$ cat config.mk
export PLATFORM = sky130hd
export DESIGN_NAME = write_back_stage
export DESIGN_NICKNAME = d
export VERILOG_FILES = /design/src/rtl/write_back_stage.sv
export SDC_FILE = /design/constraint.sdc
export NUM_CORES = 1
export LEC_CHECK = 0
export CORE_ASPECT_RATIO = 0.9
export CORE_MARGIN = 8
export CORE_UTILIZATION = 30
export CTS_BUF_LIST = sky130_fd_sc_hd__clkbuf_2
export DETAILED_ROUTE_END_ITERATION = 8
export SLEW_MARGIN = 20
export SYNTH_ARGS = -nofsm -noshare
export SYNTH_HDL_FRONTEND = slang
export SYNTH_SLANG_ARGS = --single-unit
$ cat constraint.sdc
create_clock -name clk -period 1.5 [get_ports clk]
set_clock_uncertainty 0.1 [all_clocks]
set_input_delay 0.15 -clock clk [delete_from_list [all_inputs] [get_ports clk]]
set_output_delay 0.15 -clock clk [all_outputs]
set_load 0.03 [all_outputs]
$ cat src/rtl/write_back_stage.sv
// ============================================================================
// write_back_stage
//
// Final stage of the MIPS pipeline: the MEM/WB pipeline register followed by
// the write-back selection logic that drives the register-file write port
// consumed by the decode stage.
//
// Each captured instruction performs exactly one register-file write and is
// counted exactly once, no matter how long the stage is stalled afterwards.
//
// Optional feature (macro WB_BYPASS_EN):
//   When defined, a one-entry write-history register records the most recent
//   retiring write for one cycle so decode can correct a read that happened
//   in the cycle right after the register-file write. When undefined, no
//   history state is built and the bypass outputs are tied to zero.
//
// Parameters:
//   DATA_WIDTH      width of ALU result, memory data and write data
//   REG_ADDR_WIDTH  register address width
//   COUNT_WIDTH     width of the retired-instruction counter
//
// Ports:
//   clk                input   clock, rising-edge active
//   reset              input   asynchronous reset, active low
//   stall              input   hold the pipeline register
//   flush              input   capture a bubble (overrides stall)
//   validIn            input   memory stage holds a real instruction
//   regWriteIn         input   instruction writes a register
//   memToRegIn         input   1: write memReadData, 0: write aluResult
//   regDstIn           input   1: destination is rd, 0: destination is rt
//   aluResult          input   ALU result from the memory stage
//   memReadData        input   data-memory read data
//   addressRegisterRt  input   rt field
//   addressRegisterRd  input   rd field
//   regWriteOut        output  register-file write enable
//   writeRegister      output  destination register
//   writeData          output  data to write
//   validOut           output  stage holds a valid instruction
//   retiredCount       output  retired-instruction count (wraps silently)
//   bypassValid        output  write-history entry valid
//   bypassRegister     output  write-history destination register
//   bypassData         output  write-history data
// ============================================================================
module write_back_stage #(
    parameter int DATA_WIDTH     = 32,
    parameter int REG_ADDR_WIDTH = 5,
    parameter int COUNT_WIDTH    = 32
) (
    input  logic                      clk,
    input  logic                      reset,
    input  logic                      stall,
    input  logic                      flush,
    input  logic                      validIn,
    input  logic                      regWriteIn,
    input  logic                      memToRegIn,
    input  logic                      regDstIn,
    input  logic [DATA_WIDTH-1:0]     aluResult,
    input  logic [DATA_WIDTH-1:0]     memReadData,
    input  logic [REG_ADDR_WIDTH-1:0] addressRegisterRt,
    input  logic [REG_ADDR_WIDTH-1:0] addressRegisterRd,
    output logic                      regWriteOut,
    output logic [REG_ADDR_WIDTH-1:0] writeRegister,
    output logic [DATA_WIDTH-1:0]     writeData,
    output logic                      validOut,
    output logic [COUNT_WIDTH-1:0]    retiredCount,
    output logic                      bypassValid,
    output logic [REG_ADDR_WIDTH-1:0] bypassRegister,
    output logic [DATA_WIDTH-1:0]     bypassData
);

    // ------------------------------------------------------------------
    // Pipeline register fields
    // ------------------------------------------------------------------
    logic                      validQ;
    logic                      regWriteQ;
    logic                      memToRegQ;
    logic                      regDstQ;
    logic [DATA_WIDTH-1:0]     aluResultQ;
    logic [DATA_WIDTH-1:0]     memReadDataQ;
    logic [REG_ADDR_WIDTH-1:0] rtQ;
    logic [REG_ADDR_WIDTH-1:0] rdQ;

    // Set once the held instruction has had its single write/retirement,
    // so a stall cannot repeat either.
    logic                      doneQ;

    logic                      retire;
    logic [COUNT_WIDTH-1:0]    retiredCountQ;

    // ------------------------------------------------------------------
    // Pipeline register. Flush wins over stall; a bubble's payload fields
    // are cleared so idle outputs stay quiet. The done flag is cleared on
    // every capture and only set while the instruction is held by a stall,
    // because without a stall a fresh capture replaces it anyway.
    // ------------------------------------------------------------------
    always_ff @(posedge clk or negedge reset) begin
        if (!reset) begin
            validQ       <= 1'b0;
            regWriteQ    <= 1'b0;
            memToRegQ    <= 1'b0;
            regDstQ      <= 1'b0;
            aluResultQ   <= '0;
            memReadDataQ <= '0;
            rtQ          <= '0;
            rdQ          <= '0;
            doneQ        <= 1'b0;
        end else if (flush) begin
            validQ       <= 1'b0;
            regWriteQ    <= 1'b0;
            memToRegQ    <= 1'b0;
            regDstQ      <= 1'b0;
            aluResultQ   <= '0;
            memReadDataQ <= '0;
            rtQ          <= '0;
            rdQ          <= '0;
            doneQ        <= 1'b0;
        end else if (!stall) begin
            validQ       <= validIn;
            regWriteQ    <= regWriteIn;
            memToRegQ    <= memToRegIn;
            regDstQ      <= regDstIn;
            aluResultQ   <= aluResult;
            memReadDataQ <= memReadData;
            rtQ          <= addressRegisterRt;
            rdQ          <= addressRegisterRd;
            doneQ        <= 1'b0;
        end else if (retire) begin
            doneQ        <= 1'b1;
        end
    end

    // ------------------------------------------------------------------
    // Write-back selection, purely from the registered fields.
    // Writes to $zero are dropped here so the register file never sees them.
    // ------------------------------------------------------------------
    always_comb begin
        writeRegister = regDstQ ? rdQ : rtQ;
        writeData     = memToRegQ ? memReadDataQ : aluResultQ;
        retire        = validQ & ~doneQ;
        regWriteOut   = retire & regWriteQ & (writeRegister != '0);
        validOut      = validQ;
    end

    // ------------------------------------------------------------------
    // Retired-instruction counter. Every instruction that leaves the stage
    // counts, including non-writing ones and writes to $zero.
    // ------------------------------------------------------------------
    always_ff @(posedge clk or negedge reset) begin
        if (!reset) begin
            retiredCountQ <= '0;
        end else if (retire) begin
            retiredCountQ <= retiredCountQ + COUNT_WIDTH'(1);
        end
    end

    assign retiredCount = retiredCountQ;

`ifdef WB_BYPASS_EN
    // ------------------------------------------------------------------
    // One-entry write history. The valid bit lives for exactly the cycle
    // after a retiring write; address and data simply hold their last
    // value since they are meaningless while the valid bit is low.
    // ------------------------------------------------------------------
    logic                      bypassValidQ;
    logic [REG_ADDR_WIDTH-1:0] bypassRegisterQ;
    logic [DATA_WIDTH-1:0]     bypassDataQ;

    always_ff @(posedge clk or negedge reset) begin
        if (!reset) begin
            bypassValidQ    <= 1'b0;
            bypassRegisterQ <= '0;
            bypassDataQ     <= '0;
        end else if (regWriteOut) begin
            bypassValidQ    <= 1'b1;
            bypassRegisterQ <= writeRegister;
            bypassDataQ     <= writeData;
        end else begin
            bypassValidQ    <= 1'b0;
        end
    end

    assign bypassValid    = bypassValidQ;
    assign bypassRegister = bypassRegisterQ;
    assign bypassData     = bypassDataQ;
`else
    assign bypassValid    = 1'b0;
    assign bypassRegister = '0;
    assign bypassData     = '0;
`endif

endmodule

; ---- Word level (Yosys, flattened, before mapping)
; Cells that the tools add are included.
[op_classes]
add_sub_neg = 1
n_mul = 0
n_div = 0
magnitude_cmp = 0
n_eq_ne = 2
n_shift = 0
muxes = 21
bitwise = 4
n_reduce_logical = 1
[ops]
columns = operator, n
row1 = $mux W32, 5
row2 = $add A32 B1 Y32 const B, 1
row3 = $mux W5, 5
row4 = $mux W1, 11
row5 = $reduce_bool A5 Y1, 1
row6 = $and A1 B1 Y1, 3
row7 = $ne A3 B1 Y1 const B, 1
row8 = $ne A2 B1 Y1 const B, 1
row9 = $not A1 Y1, 1
[word_totals]
reg_bits = 111
latchBits = 0
ramBits = 0
rom_bits = 0
inputBits = 82
out_inout_bits = 109
n_memories = 0

; ---- Longest topological paths before layout
; Gate-level depths: netlist (run 1).
[logic_depth]
ltp_word = 5
ltp_mapped = 5

; ---- Worst setup path before layout (run 1)
; OpenSTA, ideal clock, no wires.
[synth_path]
path_type = register to output
start = register regDstQ
end = output port regWriteOut
arrival_time_ps = 1606
required_time_ps = 1250
setup_slack_ps = -356
stages_incl_launch_ff = 5
n_path_buf = 1
cell_sequence = dfrtp_1 > buf_6 > mux2_4 > or3_1 > o311a_1
[synth_via]
elab_chain_cells = 3
[synth_rtl]
columns = element, line_no
row1 = from (decl), 77  ; logic regDstQ;
row2 = from (signal assigned), 121  ; regDstQ <= regDstIn;
row3 = $mux W5, 137  ; writeRegister = regDstQ ? rdQ : rtQ;
row4 = via writeRegister[2], 62  ; output logic [REG_ADDR_WIDTH-1:0] writeRegister,
row5 = $reduce_bool A5 Y1, 140  ; regWriteOut = retire & regWriteQ & (writeRegister != '0);
row6 = $and A1 B1 Y1, 140
row7 = to (decl), 61  ; output logic regWriteOut,
; The timed path passes the listed nets, and every way through them passes these cells.

; ---- Final worst setup path (run 1)
[layout_path]
start = register regDstQ
end = output port regWriteOut
[layout_via]
elab_chain_cells = 3
[layout_rtl]
columns = element, line_no
row1 = $mux W5, 137
row2 = $reduce_bool A5 Y1, 140
row3 = $and A1 B1 Y1, 140
; No other way between the ends.

==> results of run 1 <==
[sequential cells by signal (all words and copies together) (netlist names), 5 cells and up]
name and count:
aluResultQ 32, memReadDataQ 32, rdQ 5, retiredCount 32, rtQ 5
[cells by family (layout without fill, tap and decap cells)]
logic type	after synthesis	in the layout	synth area share [%]
buf+inv	64	365	7.57
compound gates	1	1	0.187
flops	111	111	51.9
fa+ha+maj	1	1	0.234
simple gates	139	139	12.3
xor+xnor	31	31	5.07
other cells	1	40	0.0700
mux	116	116	22.7
[stage by stage]
stage / area, µm² / power, W / TNS [ps]
6_report: 9610 / 0.00734 / -27610
3_5_place_dp: 7450 / 0.00520 / -9530
4_1_cts: 9180 / 0.00730 / -32640
3_3_place_gp: 7450 / 0.00517 / -9040
5_1_grt: 9610 / 0.00773 / -38790
2_1_floorplan: 5630 / 0.00438 / -1560
[path summary, 6_finish.rpt]
check,cells after the start,end,start,slack [ps]
setup / recovery,4,regWriteOut,regDstQ,-1070
hold / removal,3,aluResultQ[9],flush,320
setup reg to reg,7,retiredCount[6],retiredCount[0],-140
hold reg to reg,1,retiredCount[10],retiredCount[10],460
max in group asynchronous,4,memReadDataQ[25],reset,620
min in group asynchronous,4,rdQ[4],reset,460
[area by class of cell]
cell class	count	area share [%]
antenna	2	0.0521
clock buffer	9	0.469
clock inverter	7	0.924
inverter	2	0.0781
multi-input combinational	326	28.2
sequential	111	29.2
tap	240	3.12
timing repair buffer	347	37.9
[power by group through the flow]
| stage | registers [W] | logic, W | clock network, W |
|---|---|---|---|
| final | 0.00335 | 0.00244 | 0.00155 |
| after global routing | 0.00337 | 0.00261 | 0.00175 |
| after global placement | 0.00338 | 0.00179 | 0 |
| after detailed placement | 0.00339 | 0.00181 | 0 |
| after CTS | 0.00333 | 0.00235 | 0.00162 |
| after floorplan | 0.00352 | 0.000856 | 0 |
[routing by layer]
layer  up-vias  part of all wire, %
met3        14                  5.8
li1       2164                    -
met4         0                  1.4
met1      2250                   41
met5         -                    0
met2       124                   52
[cells in the mapped netlist, types with 2 or more instances]
master,count
nand4_1,15
mux2i_1,78
mux2_4,2
mux2_2,36
dfrtp_1,111
nand4b_1,3
and3_1,5
buf_2,9
nor3_2,3
nand3_1,9
nor4_1,2
xnor2_1,25
inv_1,2
buf_4,39
xor2_1,6
nand2_1,9
clkbuf_1,13
nor2_1,84
[tightest hold or removal path, stage by stage]
cell           delay [ps]
dlygate4sd3_1         530
buf_2                 240
nor2_1                130
[what timing repair did]
action | CTS | global route
endpoints found under the hold margin | 190 | 0
setup buffers | 60 | 11
gates resized for setup | 472 | 72
hold buffers | 83 | 0
setup endpoints to repair | 94 | 99
pin swaps | 28 | 21
cloned | 1 | 2
==> flow_metrics.tcl, run 1 <==
set metrics [dict create \
    gp_congestion 0.767 \
    drc 0 \
    fmax_mhz 389 \
    synth_top_area_share_pct 51.9 \
    synth-seq-cells 111 \
    critical_path_class "reg2out" \
    avgSynthCellArea_um2 11.5 \
    multi_input_area_um2 2710 \
    overflow 0 \
    grtUsageMet2_pct 26.3 \
    start_kind "flop" \
    critPathBufInv 1 \
    crit_fanout 4 \
    rsz0062_at_grt "yes" \
    synth_edf_count 0 \
    layout.cells.non_filler 1044 \
    grt_use_total_pct 14.8 \
    critPathSlowestCell "dfrtp_2" \
    fillers 1482 \
    top_usage_layer "met2" \
    netlist_area_um2 5360 \
    clock_latency_ps 630 \
    cts.htree.levels 3 \
    pin_count 191 \
    start_util_pct 30.5 \
    clockRootBuffer "clkbuf_2" \
    p_sw_share_pct 32.8 \
    drv_slew 0 \
    yosys-top-cells-area "dfrtp_1 52%, mux2i_1 15%, mux2_2 7.6%" \
    postRouteWirelength_um 17100 \
    fin_crit_sh_pct 171 \
    critPathMaxStageDelay_ps 520 \
    grt.met1_usage_pct 16.9 \
    final_core_util_pct 54.8 \
    p_switching_w 0.00241 \
    mostFrequentLayoutCells "113 x buf_6, 87 x dfrtp_1, 82 x dlygate4sd3_1" \
    ant_nets 0 \
    wire_per_inst_um 16.4 \
    cap_violations 0 \
    powerDensity_nw_per_um2 763 \
    status "finished with violations" \
    ys_types 31 \
    numPlacedInstances 872 \
    core_um2 17600 \
    final_common_cell "buf_6" \
    grt_pass1_vias 5061 \
    syn_inst 464 \
    timing.hold.ws_ps 322 \
    via_per_inst 4.36 \
    drt_iter0_markers 152 \
    ys_seq_area_share_pct 51.9 \
    yosysWarnings 0 \
    die_area_um2 22400 \
    max-vdd-ir-drop_v 0.000486 \
    clock-sinks 111 \
    timing.final.hold_violations 0 \
    grt_pass1_wl_um 26000 \
    grt_max_degree 38 \
    pwr-share-seq_pct 45.6 \
    crit_chain "mux2_4, or3_4, o311a_4, buf_6" \
    yosys.area.top_type "dfrtp_1" \
    clockBufferDepth 2 \
    intPower_w 0.00493 \
    register_area_um2 2810 \
    worstSetupEndpointType "output pin" \
    syn2layout_area_growth_pct 79.5 \
    portBuffers 152 \
    rows 46 \
    antenna_found_initial 2 \
    worstPathArrival_ps 2320 \
    postSynth.asyncResetShare_pct 100 \
    setup_ws_ps -1070 \
    num_vias 4552 \
    finalNetCount 880 \
    required_ps 1250 \
    setup_viol 87 \
    dp_slack_ps -406 \
    pwr-share-clk_pct 21.1 \
    drtPass1Iterations 4 \
    p_leak_nw 4.71 \
    die_x_um 157 \
    path_clk_slew_ps 320 \
    cts_tree "built" \
    cts_buffers 9 \
    layout-drive-gt1-share_pct 37.7 \
    crit_family "flip-flops" \
    ys.flop_type "dfrtp_1" \
    met3_usage_pct 4.11 \
    hp-class "in2reg" \
    dp.final_hpwl_um 10900 \
    fin_crit_ps 2570 \
    violations "setup timing" \
    p_comb_share_pct 33.3 \
    die_y_um 143 \
]
Note: power is estimated with default switching activity, not from simulation.
==> run 2, diff against run 1 <==
--- a/config.mk
+++ b/config.mk
@@ -10,6 +10,7 @@
 export CORE_UTILIZATION = 30
 export CTS_BUF_LIST = sky130_fd_sc_hd__clkbuf_2
 export DETAILED_ROUTE_END_ITERATION = 8
+export HOLD_SLACK_MARGIN = 0.12
 export SLEW_MARGIN = 20
 export SYNTH_ARGS = -nofsm -noshare
 export SYNTH_HDL_FRONTEND = slang
==> results of run 2 <==
No change in the layout: final DEF, timing and power equal those of run 1.
